## src/rtl/ram_arb_pkg.sv

```systemverilog
// Shared types and helpers for the arbitrated single-port RAM and its relatives.
// Widths up to MAX_DATA_WIDTH bits are supported by the byte-merge helper.
package ram_arb_pkg;

    typedef enum logic {INIT, RUN} ram_state_e;

    localparam int MAX_DATA_WIDTH = 256;
    localparam int MAX_BE_WIDTH   = MAX_DATA_WIDTH / 8;

    function automatic int be_width(input int data_width);
        return data_width / 8;
    endfunction

    // Byte b of the result comes from new_word when be[b] is set, else from old_word.
    function automatic logic [MAX_DATA_WIDTH-1:0] merge_bytes(
        input logic [MAX_DATA_WIDTH-1:0] old_word,
        input logic [MAX_DATA_WIDTH-1:0] new_word,
        input logic [MAX_BE_WIDTH-1:0]   be
    );
        logic [MAX_DATA_WIDTH-1:0] res;
        res = old_word;
        for (int b = 0; b < MAX_BE_WIDTH; b++) begin
            if (be[b]) res[b*8 +: 8] = new_word[b*8 +: 8];
        end
        return res;
    endfunction

endpackage

```

## src/rtl/ram_arb_mp_rr_arbiter.sv

```systemverilog
// Round-robin arbiter: grants the first requester at or after the pointer.
// The pointer moves past the granted port whenever advance is high.
module rr_arbiter #(
    parameter int NUM_PORTS = 2
)(
    input  logic                 clk,
    input  logic                 rst,
    input  logic [NUM_PORTS-1:0] req,
    input  logic                 advance,
    output logic [NUM_PORTS-1:0] gnt
);

    // Three bits cover the full 1..8 port range, even for a single port.
    logic [2:0] ptr_q;
    int         gnt_idx;
    logic       found;

    always_comb begin
        gnt     = '0;
        gnt_idx = 0;
        found   = 1'b0;
        for (int i = 0; i < NUM_PORTS; i++) begin
            for (int j = 0; j < NUM_PORTS; j++) begin
                if (!found && req[j] && (j == (int'(ptr_q) + i) % NUM_PORTS)) begin
                    gnt[j]  = 1'b1;
                    gnt_idx = j;
                    found   = 1'b1;
                end
            end
        end
    end

    always_ff @(posedge clk) begin
        if (rst) begin
            ptr_q <= '0;
        end else if (advance && found) begin
            ptr_q <= 3'((gnt_idx + 1) % NUM_PORTS);
        end
    end

endmodule

```

## src/rtl/ram_arb_mp.sv

```systemverilog
// Multi-requester RAM behind a round-robin arbiter, cleared word-by-word after reset.
// Handshake: a request transfers on a cycle where req_valid[p] & req_ready[p]; the
// requester holds its fields stable until then; rsp_valid[p] pulses the next cycle.
module ram_arb_mp
    import ram_arb_pkg::*;
#(
    parameter int ADDR_WIDTH = 4,
    parameter int DATA_WIDTH = 32,
    parameter int NUM_PORTS  = 2,
    localparam int BE_WIDTH  = be_width(DATA_WIDTH)
)(
    input  logic                                  clk,
    input  logic                                  rst,
    input  logic [NUM_PORTS-1:0]                  req_valid,
    output logic [NUM_PORTS-1:0]                  req_ready,
    input  logic [NUM_PORTS-1:0]                  req_wr,
    input  logic [NUM_PORTS-1:0][ADDR_WIDTH-1:0]  req_addr,
    input  logic [NUM_PORTS-1:0][DATA_WIDTH-1:0]  req_wdata,
    input  logic [NUM_PORTS-1:0][BE_WIDTH-1:0]    req_be,
    output logic [NUM_PORTS-1:0]                  rsp_valid,
    output logic [NUM_PORTS-1:0][DATA_WIDTH-1:0]  rsp_rdata,
    output logic                                  init_done
);

    localparam int DEPTH = 2 ** ADDR_WIDTH;
    localparam logic [ADDR_WIDTH-1:0] LAST_ADDR = '1;

    ram_state_e             state_q, state_d;
    logic [ADDR_WIDTH-1:0]  cnt_q, cnt_d;
    logic [DATA_WIDTH-1:0]  mem [DEPTH];

    logic [NUM_PORTS-1:0]   gnt;
    logic                   accept;
    logic                   sel_wr;
    logic [ADDR_WIDTH-1:0]  sel_addr;
    logic [DATA_WIDTH-1:0]  sel_wdata;
    logic [BE_WIDTH-1:0]    sel_be;
    logic [DATA_WIDTH-1:0]  merged;
    logic [DATA_WIDTH-1:0]  rsp_word;
    logic [NUM_PORTS-1:0]   rsp_valid_q;

    always_comb begin
        state_d = state_q;
        cnt_d   = cnt_q;
        case (state_q)
            INIT: begin
                cnt_d = cnt_q + 1'b1;
                if (cnt_q == LAST_ADDR) state_d = RUN;
            end
            RUN: state_d = RUN;
            default: state_d = INIT;
        endcase
    end

    always_ff @(posedge clk) begin
        if (rst) begin
            state_q <= INIT;
            cnt_q   <= '0;
        end else begin
            state_q <= state_d;
            cnt_q   <= cnt_d;
        end
    end

    assign init_done = (state_q == RUN);

    rr_arbiter #(.NUM_PORTS(NUM_PORTS)) u_arb (
        .clk     (clk),
        .rst     (rst),
        .req     (req_valid & {NUM_PORTS{init_done}}),
        .advance (accept),
        .gnt     (gnt)
    );

    assign req_ready = gnt;
    assign accept    = |gnt;

    always_comb begin
        sel_wr    = 1'b0;
        sel_addr  = '0;
        sel_wdata = '0;
        sel_be    = '0;
        for (int p = 0; p < NUM_PORTS; p++) begin
            if (gnt[p]) begin
                sel_wr    = req_wr[p];
                sel_addr  = req_addr[p];
                sel_wdata = req_wdata[p];
                sel_be    = req_be[p];
            end
        end
    end

    assign merged   = DATA_WIDTH'(merge_bytes(MAX_DATA_WIDTH'(mem[sel_addr]),
                                              MAX_DATA_WIDTH'(sel_wdata),
                                              MAX_BE_WIDTH'(sel_be)));
    assign rsp_word = sel_wr ? merged : mem[sel_addr];

    always_ff @(posedge clk) begin
        if (!rst) begin
            if (state_q == INIT) mem[cnt_q] <= '0;
            else if (accept && sel_wr) mem[sel_addr] <= merged;
        end
    end

    always_ff @(posedge clk) begin
        if (rst) begin
            rsp_valid_q <= '0;
            rsp_rdata   <= '0;
        end else begin
            rsp_valid_q <= gnt;
            for (int p = 0; p < NUM_PORTS; p++) begin
                if (gnt[p]) rsp_rdata[p] <= rsp_word;
            end
        end
    end

    // A response pending while reset is asserted is dropped, not delivered late.
    assign rsp_valid = rsp_valid_q & ~{NUM_PORTS{rst}};

endmodule

```

## config.mk

```make
export PLATFORM = sky130hd
export DESIGN_NAME = ram_arb_mp
export DESIGN_NICKNAME = d
export VERILOG_FILES = /design/src/rtl/ram_arb_pkg.sv /design/src/rtl/ram_arb_mp_rr_arbiter.sv /design/src/rtl/ram_arb_mp.sv
export SDC_FILE = /design/constraint.sdc
export NUM_CORES = 1
export LEC_CHECK = 0
export CAP_MARGIN = 0
export CORE_AREA = 5 5 218 220
export DETAILED_ROUTE_END_ITERATION = 10
export DIE_AREA = 0 0 223 225
export PLACE_DENSITY = 0.82
export SLEW_MARGIN = 40
export SYNTH_ARGS = -nofsm -noshare
export SYNTH_HDL_FRONTEND = slang
export SYNTH_SLANG_ARGS = --single-unit
```

## constraint.sdc

```tcl
create_clock -name clk -period 5.6 [get_ports clk]
set_clock_uncertainty 0.2 [all_clocks]
set_input_delay 1.12 -clock clk [delete_from_list [all_inputs] [get_ports clk]]
set_output_delay 1.12 -clock clk [all_outputs]
set_load 0.05 [all_outputs]
```

# Yosys cells after proc, flatten, opt, wreduce, memory -nomap -nowiden
# Memory sizes are Yosys's and may differ from the RTL's.
# Index checks and enable logic that the tools add are counted.
# word_totals
ram_bits,512
out_inout_bits,69
n_memories,1
in_bits,86
regBits,72
# classes
n_bitwise,5
reduce_logical,16
add_sub_neg,3
mux,35
n_eq_ne,2
# mem_list
name,words,word_bits,read_ports,rd_ports_with_merged_regs,wr,line,text
mem,16,32,1,0,1,ram_arb_mp.sv:30,logic [DATA_WIDTH-1:0] mem [DEPTH];
# op_table
cell,count
two-way mux 32 bit,4
logical NOT 32 bit,2
two-way mux 8 bit,4
OR reduction 32 bit,1
two-way mux 1 bit,21
two-way mux 4 bit,5
logical AND 1 bit,9
adder 4 x 1 -> 4 bit (second input constant),1
bitwise AND 2 bit,2
== test 4 bit (second input constant),1
logical NOT 1 bit,3
adder 1 bit (second input constant),2
== test 2 bit (first input constant),1
NOT 2 bit,1
one-hot mux 1 bit (2 select lines),1
OR reduction 2 bit,1
bitwise AND 1 bit (first input constant),1
NOT 1 bit,1

# Depth between registers and ports, before layout
# logic_depth
depth_word,23
depth_mapped,12
ltp_nobuf,7

# By module
# Synthesis repeated with hierarchy kept, for this count alone.
# hier_totals
hier_cells,1582
area_unflattened_um2,23912.9
# by_module_without_submodules
module,n_inst,area_per_inst_um2,cells_per_inst,seq_area_each_um2
ram_arb_mp,1,23847.9,1575,16796.1
rr_arbiter,1,65.1,7,20.0

# Worst setup path before layout
# OpenSTA, ideal clock, no wires.
# synth_timing
path_kind,input -> register
startpoint,input port req_valid[0]
endpoint,"memory mem[0][0], enable pin"
setup_time_ns,0.461
path_stages,10
slack_ns,0.139
t_arrival_ns,4.800
cell_sequence,nand2b_1 buf_6 a32o_2 nand2_4 buf_6 buf_6 buf_6 buf_2 a31oi_1 nor3_1
# synth_via
elab_chain_cells,23
# synth_rtl
element,line,text
from (decl),ram_arb_mp.sv:14,"input logic [NUM_PORTS-1:0] req_valid,"
bitwise AND 2 bit *,ram_arb_mp.sv:70,".req (req_valid & {NUM_PORTS{init_done}}),"
logical AND 1 bit,ram_arb_mp_rr_arbiter.sv:24,if (!found && req[j] && (j == (int'(ptr_q) + i) % NUM_PORTS)) begin
two-way mux 1 bit,ram_arb_mp_rr_arbiter.sv:24,
logical NOT 1 bit,ram_arb_mp_rr_arbiter.sv:24,
logical AND 1 bit (2 in a row),ram_arb_mp_rr_arbiter.sv:24,
two-way mux 1 bit,ram_arb_mp_rr_arbiter.sv:24,
logical NOT 1 bit,ram_arb_mp_rr_arbiter.sv:24,
logical AND 1 bit (2 in a row),ram_arb_mp_rr_arbiter.sv:24,
(+5 left out),--,
OR reduction 2 bit / two-way mux 1 bit (equally long branches),"ram_arb_mp.sv:76, ram_arb_mp.sv:84",
logical AND 1 bit,ram_arb_mp.sv:101,else if (accept && sel_wr) mem[sel_addr] <= merged;
two-way mux 1 bit,ram_arb_mp.sv:101,
two-way mux 1 bit,ram_arb_mp.sv:100,if (state_q == INIT) mem[cnt_q] <= '0;
two-way mux 1 bit,ram_arb_mp.sv:99,if (!rst) begin
two-way mux 1 bit (not written as such),ram_arb_mp.sv:101,
OR reduction 32 bit (no source line),--,
two-way mux 4 bit (no source line) / two-way mux 1 bit (equally long branches),--,
to (decl),ram_arb_mp.sv:30,
# Mark *: on every way between the ends. The rest lies on a longest branch, timed or not.

# Worst setup path after layout
# layout_timing
startpoint,input port req_valid[1]
endpoint,"memory mem[15][20], enable pin"
# layout_via
elab_chain_cells,20
# layout_rtl
element,line
bitwise AND 2 bit *,ram_arb_mp.sv:70
logical AND 1 bit (2 in a row),ram_arb_mp_rr_arbiter.sv:24
two-way mux 1 bit,ram_arb_mp_rr_arbiter.sv:24
logical NOT 1 bit,ram_arb_mp_rr_arbiter.sv:24
logical AND 1 bit (2 in a row),ram_arb_mp_rr_arbiter.sv:24
two-way mux 1 bit,ram_arb_mp_rr_arbiter.sv:24
logical NOT 1 bit,ram_arb_mp_rr_arbiter.sv:24
logical AND 1 bit (2 in a row),ram_arb_mp_rr_arbiter.sv:24
two-way mux 1 bit,ram_arb_mp_rr_arbiter.sv:24
OR reduction 2 bit / two-way mux 1 bit (equally long branches),"ram_arb_mp.sv:76, ram_arb_mp.sv:84"
logical AND 1 bit,ram_arb_mp.sv:101
two-way mux 1 bit,ram_arb_mp.sv:101
two-way mux 1 bit,ram_arb_mp.sv:100
two-way mux 1 bit,ram_arb_mp.sv:99
two-way mux 1 bit (not written as such),ram_arb_mp.sv:101
OR reduction 32 bit (no source line),--
two-way mux 4 bit (no source line) / two-way mux 1 bit (equally long branches),--
# Marked as above.

==> flow_metrics.tcl <==
set metrics [dict create \
    status "finished, final reports clean" \
    ir_drop_uv 226 \
    final_common_cell "edfxtp_1" \
    arrival_ns 4.59 \
    io_pins 155 \
    clkSlewWorstSetupHoldPaths_ns 0.06 \
    area_growth_pct 19.5 \
    die_h_um 225 \
    grt_pass1_wl_um 101000 \
    clock_sinks 584 \
    synth_top_family_by_area "compound AO/OA/AOI/OAI gates" \
    path_class "input port to flop" \
    p_per_area_nw_per_um2 305 \
    firstDrtPassIters 7 \
    drc_errors 0 \
    drv_slew 0 \
    max-slew-margin-rel 0.401 \
    crit_buf_inv 4 \
    synthXorXnorAreaFrac 0.00111 \
    critical-path-slowest-cell "nor2_4" \
    cts_setup_buffers 0 \
    grt_pass1_vias 15900 \
    path_common_cell "buf_4" \
    drt-total-wl_um 69200 \
    hold_path_class "flop to flop" \
    setup_tns_ns 0 \
    initial_core_util 0.523 \
    grt_max_degree 65 \
    holdWs_ns 0.286 \
    die-width_um 223 \
    cap_violations 0 \
    cts_resized 0 \
    yosys_warnings 0 \
    syn_area_sq_um 23600 \
    drive_gt1_frac 0.146 \
    post-dp-hpwl_um 42900 \
    netlist_instances 1560 \
    synth_fa_ha_area_frac 0.000530 \
    cp-end-kind "flop" \
    via_per_inst 6.59 \
    cts_hold_buffers 0 \
    yosysSeqAreaShare 0.713 \
    cts-root-buf "clkbuf_16" \
    routabilityCongestion 0.949 \
    nets 1857 \
    synth_compound_area_frac 0.126 \
    ant_nets 0 \
    period_minus_slack_ns 4.53 \
    max_freq_mhz 221 \
    grt-ovfl-total 0 \
    placementRows 78 \
    yosys.cell_types.count 56 \
    synth_nets 1647 \
    final_cell_mix "edfxtp_1, nand2_1, clkdlybuf4s50_1, mux2i_1, buf_4" \
    core-area_sq_um 45100 \
    cts_made_buffers 54 \
    final_hold_viol_count 0 \
    wl_per_cell_um 28.6 \
    h-tree-depth 2 \
    ys_seq_elements 584 \
    required_ns 5.65 \
    power.leakage_nw 10.2 \
    synth-main-ff-cell "edfxtp_1" \
    avgSynthCellArea_sq_um 15.1 \
    dieArea_sq_um 50200 \
    crit_fanout 19 \
    synthArstFlopShare 0 \
    synth_mux_area_frac 0.0777 \
    io_buffers 154 \
    worstMarginPinSlew_ns 0.894 \
    setup_viol 0 \
    finalCritPeriodShare 0.810 \
    drt_iter0_markers 2596 \
    clk_latency_ns 0.58 \
    grt_antenna_before_repair 0 \
    cts_tree "yes" \
    grt_usage 0.266 \
    synth_edf_count 512 \
    start_kind "input port" \
    cp_cell_sequence "clkdlybuf4s50_1, buf_4, a21boi_2, buf_4, a32o_1, a22o_1, nand2_1, nand2b_1, nor2_4, buf_4" \
    rsz0062_at_grt "no" \
    max_stage_delay_ns 0.70 \
    num_vias 15900 \
    yosys.area_share.simple 0.0614 \
    cts_max_path_buffers 3 \
    critical-path-top-delay-family "buffers and inverters" \
]
-- final timing paths --
kind / from / endpoint / slack, ns / depth (start not counted)
worst max-delay path: req_valid[1] / mem[15][20] / 1.07 / 10
worst min-delay path: rsp_rdata[2] / rsp_rdata[2] / 0.29 / 1
worst max register to register: init_done / mem[3][18] / 1.48 / 7
worst min register to register: rsp_rdata[2] / rsp_rdata[2] / 0.29 / 1
-- state kept, by name (all words and copies together) (netlist names) --
name	cells
cnt_q	4
init_done	1
mem	512
rsp_rdata	64
rsp_valid_q	2
u_arb.ptr_q	1
-- cell type report --
class                           count  area (sq um)
Timing Repair Buffer              241          2340
Antenna cell                        1          2.50
Fill cell                        3071         16900
Tap cell                          600           751
Inverter                           10          37.5
Clock inverter                     32           275
Clock buffer                       69          1460
Sequential cell                   584         16800
Multi-Input combinational cell    879          6520
-- per-layer routing --
| metal | up-vias | track usage | share of wire |
|---|---|---|---|
| met1 | 7828 | 0.357 | 0.35 |
| met2 | 1215 | 0.420 | 0.47 |
| met5 | - | 0 | 0 |
| li1 | 6657 | - | - |
| met3 | 226 | 0.0623 | 0.13 |
| met4 | 0 | 0.118 | 0.049 |
-- Yosys cell counts, types with 4 or more instances --
cell type / number / area, sq um
buf_2: 26 / 130
a221o_1: 46 / 460
a2111oi_0: 10 / 87.6
buf_6: 9 / 101
a311oi_1: 11 / 96.3
o22a_1: 19 / 166
mux2_2: 37 / 417
a32oi_1: 42 / 368
and2_1: 6 / 37.5
mux2_1: 20 / 225
a31o_1: 19 / 166
a31oi_1: 4 / 25.0
edfxtp_1: 512 / 15400
nor2_1: 79 / 297
clkbuf_1: 41 / 154
nand2_1: 165 / 619
dfxtp_1: 72 / 1440
o21a_1: 19 / 143
mux2i_1: 119 / 1190
nand4_1: 10 / 62.6
a21oi_1: 49 / 245
nor3_1: 17 / 85.1
nor2b_1: 4 / 25.0
o21ai_1: 21 / 105
buf_4: 9 / 67.6
a22oi_1: 56 / 420
inv_1: 10 / 37.5
a221oi_1: 5 / 43.8
nand3_1: 32 / 160
a221oi_2: 14 / 210
o22ai_1: 20 / 125
a22o_1: 16 / 140
-- where the power goes --
part           internal, mW  switching [mW]  leakage, nW
Sequential             4.71          0.0137         6.07
Combinational        0.0988           0.140         3.28
Clock                  2.07            1.56        0.863
-- through the flow --
step	setup slack [ns]	cell area (sq um)	total power [mW]	utilization	std cells
floorplan	0.139	23600	4.91	-	1560
global placement	0.639	26300	5.04	0.584	2311
detailed placement	0.647	26400	5.05	0.586	2314
CTS	1.08	28200	8.58	0.625	2415
global route	0.988	28200	8.78	0.625	2415
finish	1.07	28200	8.59	0.626	2416
-- logic make-up (layout without fill, tap and decap cells) --
| group | count (synthesis) | in the layout |
|---|---|---|
| AOI/OAI and AO/OA | 367 | 367 |
| xor gates and xnor gates | 3 | 3 |
| adders and majority gates | 1 | 1 |
| buffers and inverters | 97 | 352 |
| DFF | 584 | 584 |
| muxes | 176 | 176 |
| other | 0 | 1 |
| and+or+nand+nor | 332 | 332 |
-- worst register-to-register path, stage by stage (launching register included) --
cell and delay (ns):
dfxtp_1 0.72, inv_1 0.27, buf_4 0.29, or3_1 0.52, nor3_1 0.23, a31oi_1 0.19, nor3_2 0.81, buf_4 0.51
(Power assumes the default switching activity.)
